===== config.mk =====
export PLATFORM = sky130hd
export DESIGN_NAME = pri_enc_iter
export DESIGN_NICKNAME = d
export VERILOG_FILES = /design/src/rtl/npu_pkg.sv /design/src/rtl/pri_enc_lsb.sv /design/src/rtl/pri_enc_iter.sv
export SDC_FILE = /design/constraint.sdc
export NUM_CORES = 1
export LEC_CHECK = 0
export ABC_AREA = 1
export ABC_CLOCK_PERIOD_IN_PS = 3450
export BUFFER_PORTS_ARGS = -buffer_cell sky130_fd_sc_hd__buf_2
export CAP_MARGIN = 20
export CORE_ASPECT_RATIO = 1.1
export CORE_MARGIN = 5
export CORE_UTILIZATION = 57
export CTS_BUF_LIST = sky130_fd_sc_hd__clkbuf_4 sky130_fd_sc_hd__clkbuf_8
export DETAILED_ROUTE_END_ITERATION = 7
export PLACE_DENSITY = 0.83
export SYNTH_ARGS = -nofsm -noshare
export SYNTH_HDL_FRONTEND = slang
export SYNTH_SLANG_ARGS = --single-unit

===== constraint.sdc =====
create_clock -name clk_i -period 3.45 [get_ports clk_i]
set_input_delay 0.5175 -clock clk_i [delete_from_list [all_inputs] [get_ports clk_i]]
set_output_delay 0.5175 -clock clk_i [all_outputs]
set_load 0.05 [all_outputs]

===== src/rtl/npu_pkg.sv =====
// Shared types and sizing for the NPU sparse-match datapath.
`ifndef PREFIX_SUM_SIZE
`define PREFIX_SUM_SIZE 8
`endif

package npu_pkg;

   typedef enum logic {
      IDLE = 1'b0,
      RUN  = 1'b1
   } state_e;

   // Sparsemap width per slice and the matching bit-index width.
   localparam int unsigned PS_SIZE = `PREFIX_SUM_SIZE;
   localparam int unsigned PS_AW   = (PS_SIZE > 1) ? $clog2(PS_SIZE) : 1;

endpackage


===== src/rtl/pri_enc_lsb.sv =====
// Combinational find-first-set: index, one-hot select and any flag of the
// lowest set bit of req_i. Index and select are zero when nothing is set.
module pri_enc_lsb #(
   parameter int unsigned W  = 8,
   parameter int unsigned AW = (W > 1) ? $clog2(W) : 1
) (
   input  logic [W-1:0]  req_i,
   output logic [AW-1:0] idx_o,
   output logic [W-1:0]  sel_o,
   output logic          any_o
);

   // Scan from MSB down so the lowest set bit is the last one written.
   always_comb begin
      // NOTE: every output gets a default first so no path leaves it unassigned (no latch).
      idx_o = '0;
      sel_o = '0;
      any_o = |req_i;
      for (int i = int'(W) - 1; i >= 0; i--) begin
         if (req_i[i]) begin
            idx_o    = AW'(i);
            sel_o    = '0;
            sel_o[i] = 1'b1;
         end
      end
   end

endmodule


===== src/rtl/pri_enc_iter.sv =====
// Sparse-match iterator: ANDs an IFM and a filter sparsemap, then emits one
// matching bit index per non-held cycle, lowest first, until the slice is done.
module pri_enc_iter
   import npu_pkg::*;
#(
   parameter int unsigned PREFIX_SUM_SIZE = npu_pkg::PS_SIZE,
   parameter int unsigned AW = (PREFIX_SUM_SIZE > 1) ? $clog2(PREFIX_SUM_SIZE) : 1
) (
   input  logic                       clk_i,
   input  logic                       rst_i,
   input  logic                       load_i,
   input  logic [PREFIX_SUM_SIZE-1:0] ifm_sparsemap_i,
   input  logic [PREFIX_SUM_SIZE-1:0] filt_sparsemap_i,
   input  logic                       last_slice_i,
   input  logic                       hold_i,
   output logic                       ready_o,
   output logic                       match_valid_o,
   output logic [AW-1:0]              match_addr_o,
   output logic                       pri_enc_end_o,
   output logic                       chunk_end_o,
   output logic [PREFIX_SUM_SIZE-1:0] rd_sparsemap_o
);

   state_e                     r_state;
   state_e                     w_state_nxt;
   logic [PREFIX_SUM_SIZE-1:0] r_rem;
   logic [PREFIX_SUM_SIZE-1:0] r_ifm;
   logic                       r_last;

   logic [AW-1:0]              w_enc;
   logic [PREFIX_SUM_SIZE-1:0] w_sel;
   logic                       w_any;
   logic                       w_run;
   logic                       w_end;
   logic                       w_accept;
   logic                       w_advance;

   pri_enc_lsb #(
      .W  (PREFIX_SUM_SIZE),
      .AW (AW)
   ) u_pri_enc_lsb (
      .req_i (r_rem),
      .idx_o (w_enc),
      .sel_o (w_sel),
      .any_o (w_any)
   );

   assign w_run     = (r_state == RUN);
   // Last cycle of a slice: at most one bit left, which also covers an empty map.
   assign w_end     = w_run && ((r_rem & ~w_sel) == '0);
   assign w_advance = w_run && !hold_i;

   // Ready in IDLE regardless of hold; in RUN only on an unstalled final cycle,
   // which lets the next slice follow with no bubble.
   assign ready_o   = !w_run || (w_end && !hold_i);
   assign w_accept  = load_i && ready_o;

   assign match_valid_o  = w_run && w_any;
   assign match_addr_o   = w_run ? w_enc : '0;
   assign pri_enc_end_o  = w_end;
   assign chunk_end_o    = w_end && r_last;
   assign rd_sparsemap_o = w_run ? r_ifm : '0;

   // Next-state decode: a held RUN slice stays put; IDLE ignores hold.
   always_comb begin
      w_state_nxt = r_state;
      if (w_accept) begin
         w_state_nxt = RUN;
      end else if (w_advance && w_end) begin
         w_state_nxt = IDLE;
      end
   end

   // State register.
   always_ff @(posedge clk_i or posedge rst_i) begin
      if (rst_i) begin
         r_state <= IDLE;
      end else begin
         // NOTE: sequential state uses non-blocking assignments so every register samples pre-edge values.
         r_state <= w_state_nxt;
      end
   end

   // Slice registers: load on accept, otherwise strip the lowest match each unheld cycle.
   always_ff @(posedge clk_i or posedge rst_i) begin
      if (rst_i) begin
         r_rem  <= '0;
         r_ifm  <= '0;
         r_last <= 1'b0;
      end else if (w_accept) begin
         r_rem  <= ifm_sparsemap_i & filt_sparsemap_i;
         r_ifm  <= ifm_sparsemap_i;
         r_last <= last_slice_i;
      end else if (w_advance) begin
         r_rem <= r_rem & ~w_sel;
         if (w_end) begin
            r_ifm  <= '0;
            r_last <= 1'b0;
         end
      end
   end

endmodule

# After elaboration in Yosys (flattened, before gate mapping)
# Index checks and enable logic that the tools add are counted.
# op_classes
n_mux,28
bitwise_logic,3
n_reduce_logical,16
# ops
op,count
two-way mux 8 bit,14
two-way mux 3 bit,9
bitwise AND 8 bit,2
zero test 8 bit,1
NOT 8 bit,1
OR reduction 8 bit,1
logical AND 1 bit,7
nonzero test 2 bit,3
two-way mux 1 bit,5
zero test 1 bit,2
AND reduction 2 bit,1
logical OR 1 bit,1
# word_totals
out_inout_bits,15
word_cells,51
regBits,18

# Longest topological paths before layout
# Gate-level depths: netlist of run 1.
# logic_depth
depth_word,17
mapped_depth,13
ltp_nobuf,12

# Modules after synthesis
# From an unflattened synthesis of run 1, not the netlist that was laid out.
# hier_totals
cells_unflattened,189
area_unflattened_um2,1327.5
# by_module_without_submodules
mod,seq_area_each_um2,area_per_inst_um2,n_inst,cells_each
pri_enc_iter,450.4,1137.3,1,157
pri_enc_lsb,0.0,190.2,1,32

# Least setup slack after synthesis of run 1
# No wires, ideal clock.
# synth_path
path_kind,register to output
startpoint,register r_rem[7]
endpoint,output port match_addr_o[0]
required_ns,2.932
path_slack_ns,1.176
stages_incl_launch_ff,7
t_arrival_ns,1.756
cell_sequence,dfrtp_1 inv_1 nor2_1 nor2_1 o21bai_1 a21oi_1 nor3_1
# synth_via
elab_chain_len,9
# synth_rtl
element,line,rtl
"start, declared",pri_enc_iter.sv:26,logic [PREFIX_SUM_SIZE-1:0] r_rem;
"start signal, assigned",pri_enc_iter.sv:91,r_rem <= ifm_sparsemap_i & filt_sparsemap_i;
"start signal, assigned",pri_enc_iter.sv:95,r_rem <= r_rem & ~w_sel;
two-way mux 3 bit (8 in a row),pri_enc_lsb.sv:20,if (req_i[i]) begin
two-way mux 3 bit,pri_enc_iter.sv:59,assign match_addr_o = w_run ? w_enc : '0;
"end, declared",pri_enc_iter.sv:18,"output logic [AW-1:0] match_addr_o,"
# Every way passes these cells.

# Worst setup path after layout of run 1
# layout_path
startpoint,register r_state
endpoint,output port ready_o
# layout_via
elab_chain_len,3
elab_cells_between_ends,4
# layout_rtl
element,line,rtl
"start, declared",pri_enc_iter.sv:24,state_e r_state;
"start signal, assigned",pri_enc_iter.sv:80,r_state <= w_state_nxt;
logical AND 1 bit,pri_enc_iter.sv:50,assign w_end = w_run && ((r_rem & ~w_sel) == '0);
logical AND 1 bit,pri_enc_iter.sv:55,assign ready_o = !w_run || (w_end && !hold_i);
logical OR 1 bit (*),pri_enc_iter.sv:55,
"end, declared",pri_enc_iter.sv:16,"output logic ready_o,"
# Every way passes the cells marked *; elsewhere a longest branch is shown, timed or not.

==> results.cfg, run 1 <==
[die]
start_util_pct = 60.06
fp.coreArea_um2 = 2021
fp.dieArea_um2 = 3153
die_w_um = 54.00
die_y_um = 58.40
io_pins = 36
rows = 17

[yosys]
synth_cell_type_count = 22
synth_warnings = 0
syn_inst = 182
syn_avg_cell_area_um2 = 6.668
synth_area_um2 = 1214
ys_ff_latch = 18
ys_seq_area_share_pct = 37.11
synth_nets = 203

[sta]
final_max_slew_viol_count = 0
fmax_mhz = 359.1
min_period_ns = 2.784
period_share_pct = 80.71
worstMarginPinSlew_ns = 0.6687
setup_violations = 0
rsz0062_at_grt = no
tns_ns = 0
maxSlewHeadroom_pct = 55.37
finClkSkew_ns = 0.004266
hold_viol = 0

[worst_setup_path]
crit_path_max_fanout = 13
rr_worst_depth = 7
cp-end-kind = primary output
start_kind = register
worstPathArrival_ns = 2.27
critPathRequiredTime_ns = 2.93
path_class = reg2out

[grt]
first_global_vias = 1143
grt_max_degree = 19
grtUsageMet2_pct = 33.04
overflow = 0
grt_pass1_wl_um = 4533
antenna_found_initial = 0
grt_use_met1_pct = 23.52
top_usage_layer = met2
track_usage_pct = 18.83
globalRouteMet3Util_pct = 3.291

[clock_network]
clkLatencyLatePin_ns = 0.30
post_cts_buffers = 0
clkTransAtPathRegs_ns = 0.11
cts_num_sinks = 18
numCtsBuffers = 3
cts_htree_levels = 1
clk_path_buf_depth = 2
cts_root_buffer = clkbuf_4
cts_hold_buffers = 0
cts_resized = 0
tritoncts = yes

[placed_design]
place_area_um2 = 1378
port_buffers = 35
place.gp.congestion = 0.9057
dp_hpwl_um = 2108

[finish]
num-nets-final = 238
drive_gt1_share_pct = 25.00
area.sequential_um2 = 450.4
postLayoutCellArea_um2 = 1414
diodes = 0
multi_input_area_um2 = 608.1
syn2layout_area_growth_pct = 16.50
final_util_pct = 69.97
fillCellCount = 179

[routing]
ant_nets = 0
wl_per_cell_um = 11.13
drt_iter0_markers = 33
totalWireLength_um = 2716
drc_errors = 0
vias = 1202
viasPerCell = 4.926
drt_pre_antenna_iters = 5

[status]
run_status = completed

[run]
cap_viol_max_count = 0

[pwr]
leakage_nw = 0.9547
power.ir.vdd_worst_mv = 0.5061
total_power_mw = 1.331
power_density_nw_per_um2 = 941.5

[worst_hold_path]
hold_path_class = in2async
==> area by class of cell <==
type	instances	share of cell area, %
inverter	29	7.699
sequential	18	31.86
clock buffer	4	2.566
timing repair buffer	35	12.39
multi-input combinational	130	43.01
tap	28	2.478
==> worst paths after layout <==
check | endpoint | start | slack [ns]
max reg2reg | r_rem[2] | r_state | 1.21
min | r_ifm[6] | rst_i | 0.30
max | ready_o | r_state | 0.67
min in group clk_i | r_ifm[7] | ifm_sparsemap_i[7] | 0.43
min reg2reg | r_ifm[4] | r_ifm[4] | 0.51
max in group asynchronous | r_rem[4] | rst_i | 2.73
==> stage by stage <==
stage | hold slack (ns) | cells | worst slack [ns]
2_1_floorplan | 0.4561 | 182 | 1.176
3_3_place_gp | 0.4835 | 240 | 1.081
3_5_place_dp | 0.4859 | 240 | 1.004
4_1_cts | 0.3330 | 244 | 0.6704
5_1_grt | 0.3690 | 244 | 0.4795
6_report | 0.2955 | 244 | 0.6655
==> per-layer routing <==
metal / part of all wire, % / vias to the layer above
met5: 0 / -
met4: 0.96 / 0
met3: 6.0 / 4
met2: 51 / 45
met1: 42 / 540
li1: - / 613
==> power breakdown <==
| part | internal, mW | switching, mW |
|---|---|---|
| registers | 0.283 | 0.0685 |
| clock network | 0.0644 | 0.0676 |
| logic | 0.205 | 0.642 |
==> synth_stat cells <==
cell type   n  area [µm²]
o21ai_0     1       5.000
dfrtp_1    18       450.4
o21bai_1    1       7.510
clkbuf_1    1       3.750
nor2_2      6       37.54
buf_6       2       22.52
o21ai_4     1       16.27
a21oi_4     1       16.27
inv_1      28       105.1
nand2_2     1       6.260
a21oi_1     3       15.01
buf_2       1       5.000
nand3_2     2       20.02
nor2_1      9       33.78
buf_8       1       15.01
nor2_4      1       11.26
inv_2       1       3.750
nand3_1    18       90.09
nand2_4     1       11.26
nor3_1      2       10.01
nand2_8     1       20.02
nand2_1    82       307.8
==> cells in the final DEF, fill, tap and decap left out, drive strengths merged <==
| master | count |
|---|---|
| nand3 | 20 |
| nand2 | 85 |
| o21bai | 1 |
| clkbuf | 4 |
| nor2 | 16 |
| buf | 35 |
| nor3 | 2 |
| inv | 29 |
| dfrtp | 18 |
| a21oi | 4 |
| o21ai | 2 |
==> registers in the layout, indices dropped and copies added (netlist names) <==
signal and flops:
r_state 1, r_ifm 8, r_last 1, r_rem 8
==> cell families (layout without fill, tap and decap cells) <==
kind of cell,count (synthesis),after routing,synth area share [%]
simple gates,123,123,45.16
flops,18,18,37.11
compound gates,7,7,4.949
buf+inv,34,68,12.78
==> critical path, cell delays in order, from the launching register on <==
cell and delay [ns]:
dfrtp_1 0.68, inv_1 0.23, nor2_1 0.24, nand3_2 0.29
nand2_4 0.24, buf_2 0.29
(Power assumes the default switching activity.)
==> run 2: changes to the inputs <==
--- a/config.mk
+++ b/config.mk
@@ -6,15 +6,15 @@
 export NUM_CORES = 1
 export LEC_CHECK = 0
 export ABC_AREA = 1
-export ABC_CLOCK_PERIOD_IN_PS = 3450
+export ABC_CLOCK_PERIOD_IN_PS = 2400
 export BUFFER_PORTS_ARGS = -buffer_cell sky130_fd_sc_hd__buf_2
 export CAP_MARGIN = 20
 export CORE_ASPECT_RATIO = 1.1
 export CORE_MARGIN = 5
-export CORE_UTILIZATION = 57
+export CORE_UTILIZATION = 48
 export CTS_BUF_LIST = sky130_fd_sc_hd__clkbuf_4 sky130_fd_sc_hd__clkbuf_8
 export DETAILED_ROUTE_END_ITERATION = 7
-export PLACE_DENSITY = 0.83
+export PLACE_DENSITY = 0.74
 export SYNTH_ARGS = -nofsm -noshare
 export SYNTH_HDL_FRONTEND = slang
 export SYNTH_SLANG_ARGS = --single-unit
==> constraint.sdc (replaced) <==
create_clock -name clk_i -period 2.4 [get_ports clk_i]
set_input_delay 0.36 -clock clk_i [delete_from_list [all_inputs] [get_ports clk_i]]
set_output_delay 0.36 -clock clk_i [all_outputs]
set_load 0.05 [all_outputs]
==> results.cfg, run 2 (same netlist as run 1, synthesis figures left out) <==
[worst_setup_path]
worstPathArrival_ns = 1.86
critPathSlowestCell = dfrtp_1
cp_slowest_stage_delay_ns = 0.42
start_kind = register
critPathRequiredTime_ns = 2.04
rrSetupSlack_ns = 0.54
cp-end-kind = primary output
crit_path_max_fanout = 10
cp_common_cell = nor2_2
crit_chain = nor2_1 -> nand2_1 -> nor2_2 -> nor2_2 -> nor2_2 -> nand3_2 -> nand2_4 -> buf_2
path_class = reg2out

[pwr]
p_int_mw = 0.8169
power.ir.vdd_worst_mv = 1.073
switchingPower_mw = 1.117
power_density_nw_per_um2 = 1343
combPwrFrac_pct = 65.2
total_power_mw = 1.934
leakage_nw = 0.9689
swShare_pct = 57.77
sequentialPowerShare_pct = 25.1
pwr-share-clk_pct = 9.8

[grt]
antenna_found_initial = 0
grtUsageMet2_pct = 28.39
overflow = 0
first_global_vias = 1178
grt_max_degree = 19
track_usage_pct = 17.06
globalRouteMet3Util_pct = 2.686
top_usage_layer = met2
grt_pass1_wl_um = 4926
grt_use_met1_pct = 21.58

[finish]
syn2layout_area_growth_pct = 18.66
drive_gt1_share_pct = 26.03
reg_top3 = r_ifm: 8 flops, r_rem: 8 flops
diodes = 0
layout_commonest_cell = nand2_1
mostFrequentLayoutCells = 82 x nand2_1, 35 x buf_2, 28 x inv_1, 18 x nand3_1, 18 x dfrtp_1
num-nets-final = 241
stdcell_count = 250

[routing]
drt_iter0_markers = 25
vias = 1160
totalWireLength_um = 2750
drt_pre_antenna_iters = 4
ant_nets = 0
drc_errors = 0
viasPerCell = 4.640
wl_per_cell_um = 11.00

[sta]
maxSlewHeadroom_pct = 53.38
min_period_ns = 2.219
final_max_slew_viol_count = 0
finClkSkew_ns = 0.002122
tns_ns = 0
hold_ws_ns = 0.1522
period_share_pct = 92.47
worstMarginPinSlew_ns = 0.6986
rsz0062_at_grt = no
setup_violations = 0
hold_viol = 0
fmax_mhz = 450.6

[placed_design]
placed_cells = 246
dp_hpwl_um = 2170
place.gp.congestion = 0.8375
port_buffers = 35

[clock_network]
post_cts_buffers = 0
clkLatencyLatePin_ns = 0.30
cts_hold_buffers = 0
tritoncts = yes
cts_root_buffer = clkbuf_4
numCtsBuffers = 3
clkTransAtPathRegs_ns = 0.10
cts_resized = 0
clk_path_buf_depth = 2
cts_htree_levels = 1
cts_num_sinks = 18

[die]
io_pins = 36
die_w_um = 57.95
fp.dieArea_um2 = 3635
rows = 19
fp.coreArea_um2 = 2472
start_util_pct = 49.09
die_y_um = 62.74

[run]
cap_viol_max_count = 0

[worst_hold_path]
hold_path_class = in2async

[status]
run_status = completed
run 2: metal layers:
layer	vias up	wire length, µm
met1	508	1240
met3	5	126
li1	618	-
met5	-	0
met4	0	49
met2	29	1334
run 2: cell type report:
type                    instances  area [µm²]
inverters                      29       108.9
flip-flops and latches         18       450.4
clock buffers                   4       36.28
fillers                       246        1032
multi-input cells             130       608.1
well taps                      31       38.79
repair buffers                 38       197.7
run 2: power groups by stage:
stage	clock network (mW)	logic (mW)	registers, mW
final	0.189	1.26	0.485
after global routing	0.204	1.38	0.502
after CTS	0.192	1.27	0.484
after detailed placement	0	1.27	0.491
after global placement	0	1.26	0.486
after floorplan	0	1.04	0.474
run 2: worst paths after layout:
path / from / to / cells past startpoint
max in group asynchronous: rst_i / r_rem[2] / 2
min in group clk_i: last_slice_i / r_last / 3
worst max register to register: r_rem[4] / r_rem[0] / 11
worst max-delay path: r_rem[4] / ready_o / 8
worst min register to register: r_last / r_last / 2
worst min-delay path: rst_i / r_state / 2
run 2: per-stage QoR:
step / utilization [%] / worst slack (ns) / area (µm²)
after floorplan: - / 0.2840 / 1214
after global placement: 56.78 / 0.5328 / 1404
after detailed placement: 56.78 / 0.5205 / 1404
after CTS: 58.25 / 0.1765 / 1440
after global routing: 58.25 / 0.009798 / 1440
final: 58.25 / 0.1807 / 1440
run 2: critical path, delay by kind of cell, from the launching register on:
kind / cells / cell delay [ns]
AND/OR/NAND/NOR: 7 / 0.86
flip-flops: 1 / 0.42
buffers and inverters: 1 / 0.29
==> run 3: changes to the inputs <==
--- a/config.mk
+++ b/config.mk
@@ -5,16 +5,16 @@
 export SDC_FILE = /design/constraint.sdc
 export NUM_CORES = 1
 export LEC_CHECK = 0
-export ABC_AREA = 1
-export ABC_CLOCK_PERIOD_IN_PS = 2400
+export ABC_AREA = 0
+export ABC_CLOCK_PERIOD_IN_PS = 2600
 export BUFFER_PORTS_ARGS = -buffer_cell sky130_fd_sc_hd__buf_2
 export CAP_MARGIN = 20
 export CORE_ASPECT_RATIO = 1.1
 export CORE_MARGIN = 5
-export CORE_UTILIZATION = 48
+export CORE_UTILIZATION = 55
 export CTS_BUF_LIST = sky130_fd_sc_hd__clkbuf_4 sky130_fd_sc_hd__clkbuf_8
 export DETAILED_ROUTE_END_ITERATION = 7
-export PLACE_DENSITY = 0.74
+export PLACE_DENSITY = 0.83
 export SYNTH_ARGS = -nofsm -noshare
 export SYNTH_HDL_FRONTEND = slang
 export SYNTH_SLANG_ARGS = --single-unit
==> constraint.sdc (replaced) <==
create_clock -name clk_i -period 2.6 [get_ports clk_i]
set_input_delay 0.39 -clock clk_i [delete_from_list [all_inputs] [get_ports clk_i]]
set_output_delay 0.39 -clock clk_i [all_outputs]
set_load 0.05 [all_outputs]
==> results.cfg, run 3 <==
[sta]
tns_ns = 0
fmax_mhz = 397.9
setup_ws_ns = 0.08652
maxSlewHeadroom_pct = 52.65
final_max_slew_viol_count = 0
period_share_pct = 96.67
min_period_ns = 2.513
hold_viol = 0
rsz0062_at_grt = no
worstMarginPinSlew_ns = 0.7055
setup_violations = 0
finClkSkew_ns = 0.003135

[worst_setup_path]
critPathTopFamily = simple AND/OR/NAND/NOR gates
rr_worst_depth = 5
path_class = reg2out
crit_chain = or4_4 -> o21a_4 -> o21ai_4 -> and3_2 -> and2_2 -> buf_6
r2r-end = r_rem[6]
r2r_start = r_state
crit_buf_inv = 1
crit_path_max_fanout = 3
critPathRequiredTime_ns = 2.21
cp_slowest_stage_delay_ns = 0.57
cp-end-kind = primary output
worstPathArrival_ns = 2.12
rrSetupSlack_ns = 0.49
critPathSlowestCell = or4_4
start_kind = register

[placed_design]
place.gp.congestion = 0.9126
dp_hpwl_um = 1958
placed_cells = 160
port_buffers = 35
post-place-ws_ns = 0.1334
place_area_um2 = 1209

[routing]
drc_errors = 0
ant_nets = 0
totalWireLength_um = 2573
drt_iter0_markers = 12
wl_per_cell_um = 15.69
vias = 987
viasPerCell = 6.018
drt_pre_antenna_iters = 4

[yosys]
synth_warnings = 0
synth_area_um2 = 1020
synth_edf_count = 0
yosys.area.top_type = dfrtp_1
syn_avg_cell_area_um2 = 9.442
ys_seq_area_share_pct = 44.17
yosys-top-cells-count = 18 x dfrtp_1, 13 x o21ai_0, 9 x a22o_1, 9 x and2_1, 7 x nand3_1
synth_cell_type_count = 31
syn_inst = 108
ys_ff_latch = 18
ys_dominant_reg_cell = dfrtp_1
yosysMostFrequentCell = dfrtp_1
synth_area_leaders = dfrtp_1 44%, a22o_1 7.7%, o21ai_0 6.4%
synth_async_sr_flop_share_pct = 100.0
yosysTopAreaCellShare_pct = 44.17
synth_nets = 129

[finish]
diodes = 0
layout_commonest_cell = buf_2
mostFrequentLayoutCells = 34 x buf_2, 18 x dfrtp_1, 11 x o21ai_0, 9 x a22o_1, 8 x and2_1
syn2layout_area_growth_pct = 23.93
reg_top3 = r_ifm: 8 flops, r_rem: 8 flops
num-nets-final = 169
fillCellCount = 154
postLayoutCellArea_um2 = 1264
stdcell_count = 164
drive_gt1_share_pct = 34.93

[clock_network]
cts_root_buffer = clkbuf_4
cts_htree_levels = 1
tritoncts = yes
clkTransAtPathRegs_ns = 0.10
numCtsBuffers = 3
clkLatencyLatePin_ns = 0.29
cts_num_sinks = 18
clk_path_buf_depth = 2

[grt]
first_global_vias = 943
grt_max_degree = 19
antenna_found_initial = 0
grtUsageMet2_pct = 34.33
track_usage_pct = 20.33
grt_pass1_wl_um = 4215
globalRouteMet3Util_pct = 4.826
grt_use_met1_pct = 23.65
top_usage_layer = met2
overflow = 0

[die]
io_pins = 36
rows = 16
die_y_um = 55.16
die_w_um = 51.06
fp.dieArea_um2 = 2816
start_util_pct = 57.23
fp.coreArea_um2 = 1782

[run]
cap_viol_max_count = 0

[worst_hold_path]
hold_path_class = in2async

[status]
run_status = completed
==> run 3: cell count changes in the layout (fill, tap and decap cells not counted), moves of 3 or more <==
cell	before	now
and2_1	0	8
nor2_1	9	5
nor2_2	6	0
nand3_1	18	7
nand2_1	82	5
a31oi_1	0	3
o21ai_0	1	11
inv_1	28	4
a22o_1	0	9
==> run 3: how the worst max path moves through the flow <==
stage	from	end	slack (ns)	cells after the start
after floorplan	r_rem[2]	ready_o	0.004	6
after global placement	r_rem[0]	chunk_end_o	0.18	6
after detailed placement	r_rem[0]	chunk_end_o	0.13	6
after CTS	r_rem[0]	chunk_end_o	0.05	6
after global routing	r_rem[1]	chunk_end_o	0.01	7
final	r_rem[0]	chunk_end_o	0.09	6
==> run 3: kinds of logic (layout without fill, tap and decap cells) <==
group                      count (synthesis)  count (layout)  synth area share [%]
AOI/OAI and AO/OA                         39              39                 27.36
adders and majority gates                  1               1                0.9816
buffers and inverters                      9              47                 5.521
DFF                                       18              18                 44.17
and+or+nand+nor                           41              41                 21.96
==> run 3: what timing repair did <==
| action | 4_1_cts | 5_1_grt |
|---|---|---|
| hold endpoints to repair | 0 | 0 |
| resized for setup | 3 | 3 |
| hold buffers | 0 | 0 |
| setup buffers | 1 | 0 |
| setup endpoints to repair | 3 | 1 |
==> run 3: area by class of cell <==
class | instances | area, µm² | area share, %
timing repair buffer | 40 | 219.0 | 17.33
tap | 18 | 22.52 | 1.782
clock buffer | 3 | 22.52 | 1.782
sequential | 18 | 450.4 | 35.64
multi-input combinational | 81 | 534.3 | 42.28
inverter | 4 | 15.01 | 1.188
==> run 3: metal layers <==
layer / wire (µm) / part of all wire [%] / up-vias
met5: 0 / 0 / -
met4: 65 / 2.5 / 0
met3: 186 / 7.2 / 10
met2: 1299 / 50 / 46
met1: 1021 / 40 / 456
li1: - / - / 475
==> run 3: metrics by stage <==
stage	hold slack, ns	util [%]
floorplan	0.3286	-
detailed placement	0.4871	67.84
global route	0.2334	70.93
CTS	0.1972	69.87
global placement	0.4805	67.84
finish	0.1800	70.93
Power of run 3 is left out: the tool's default activity adds up to more than one toggle a clock period on the data nets, which glitch-free logic cannot reach.
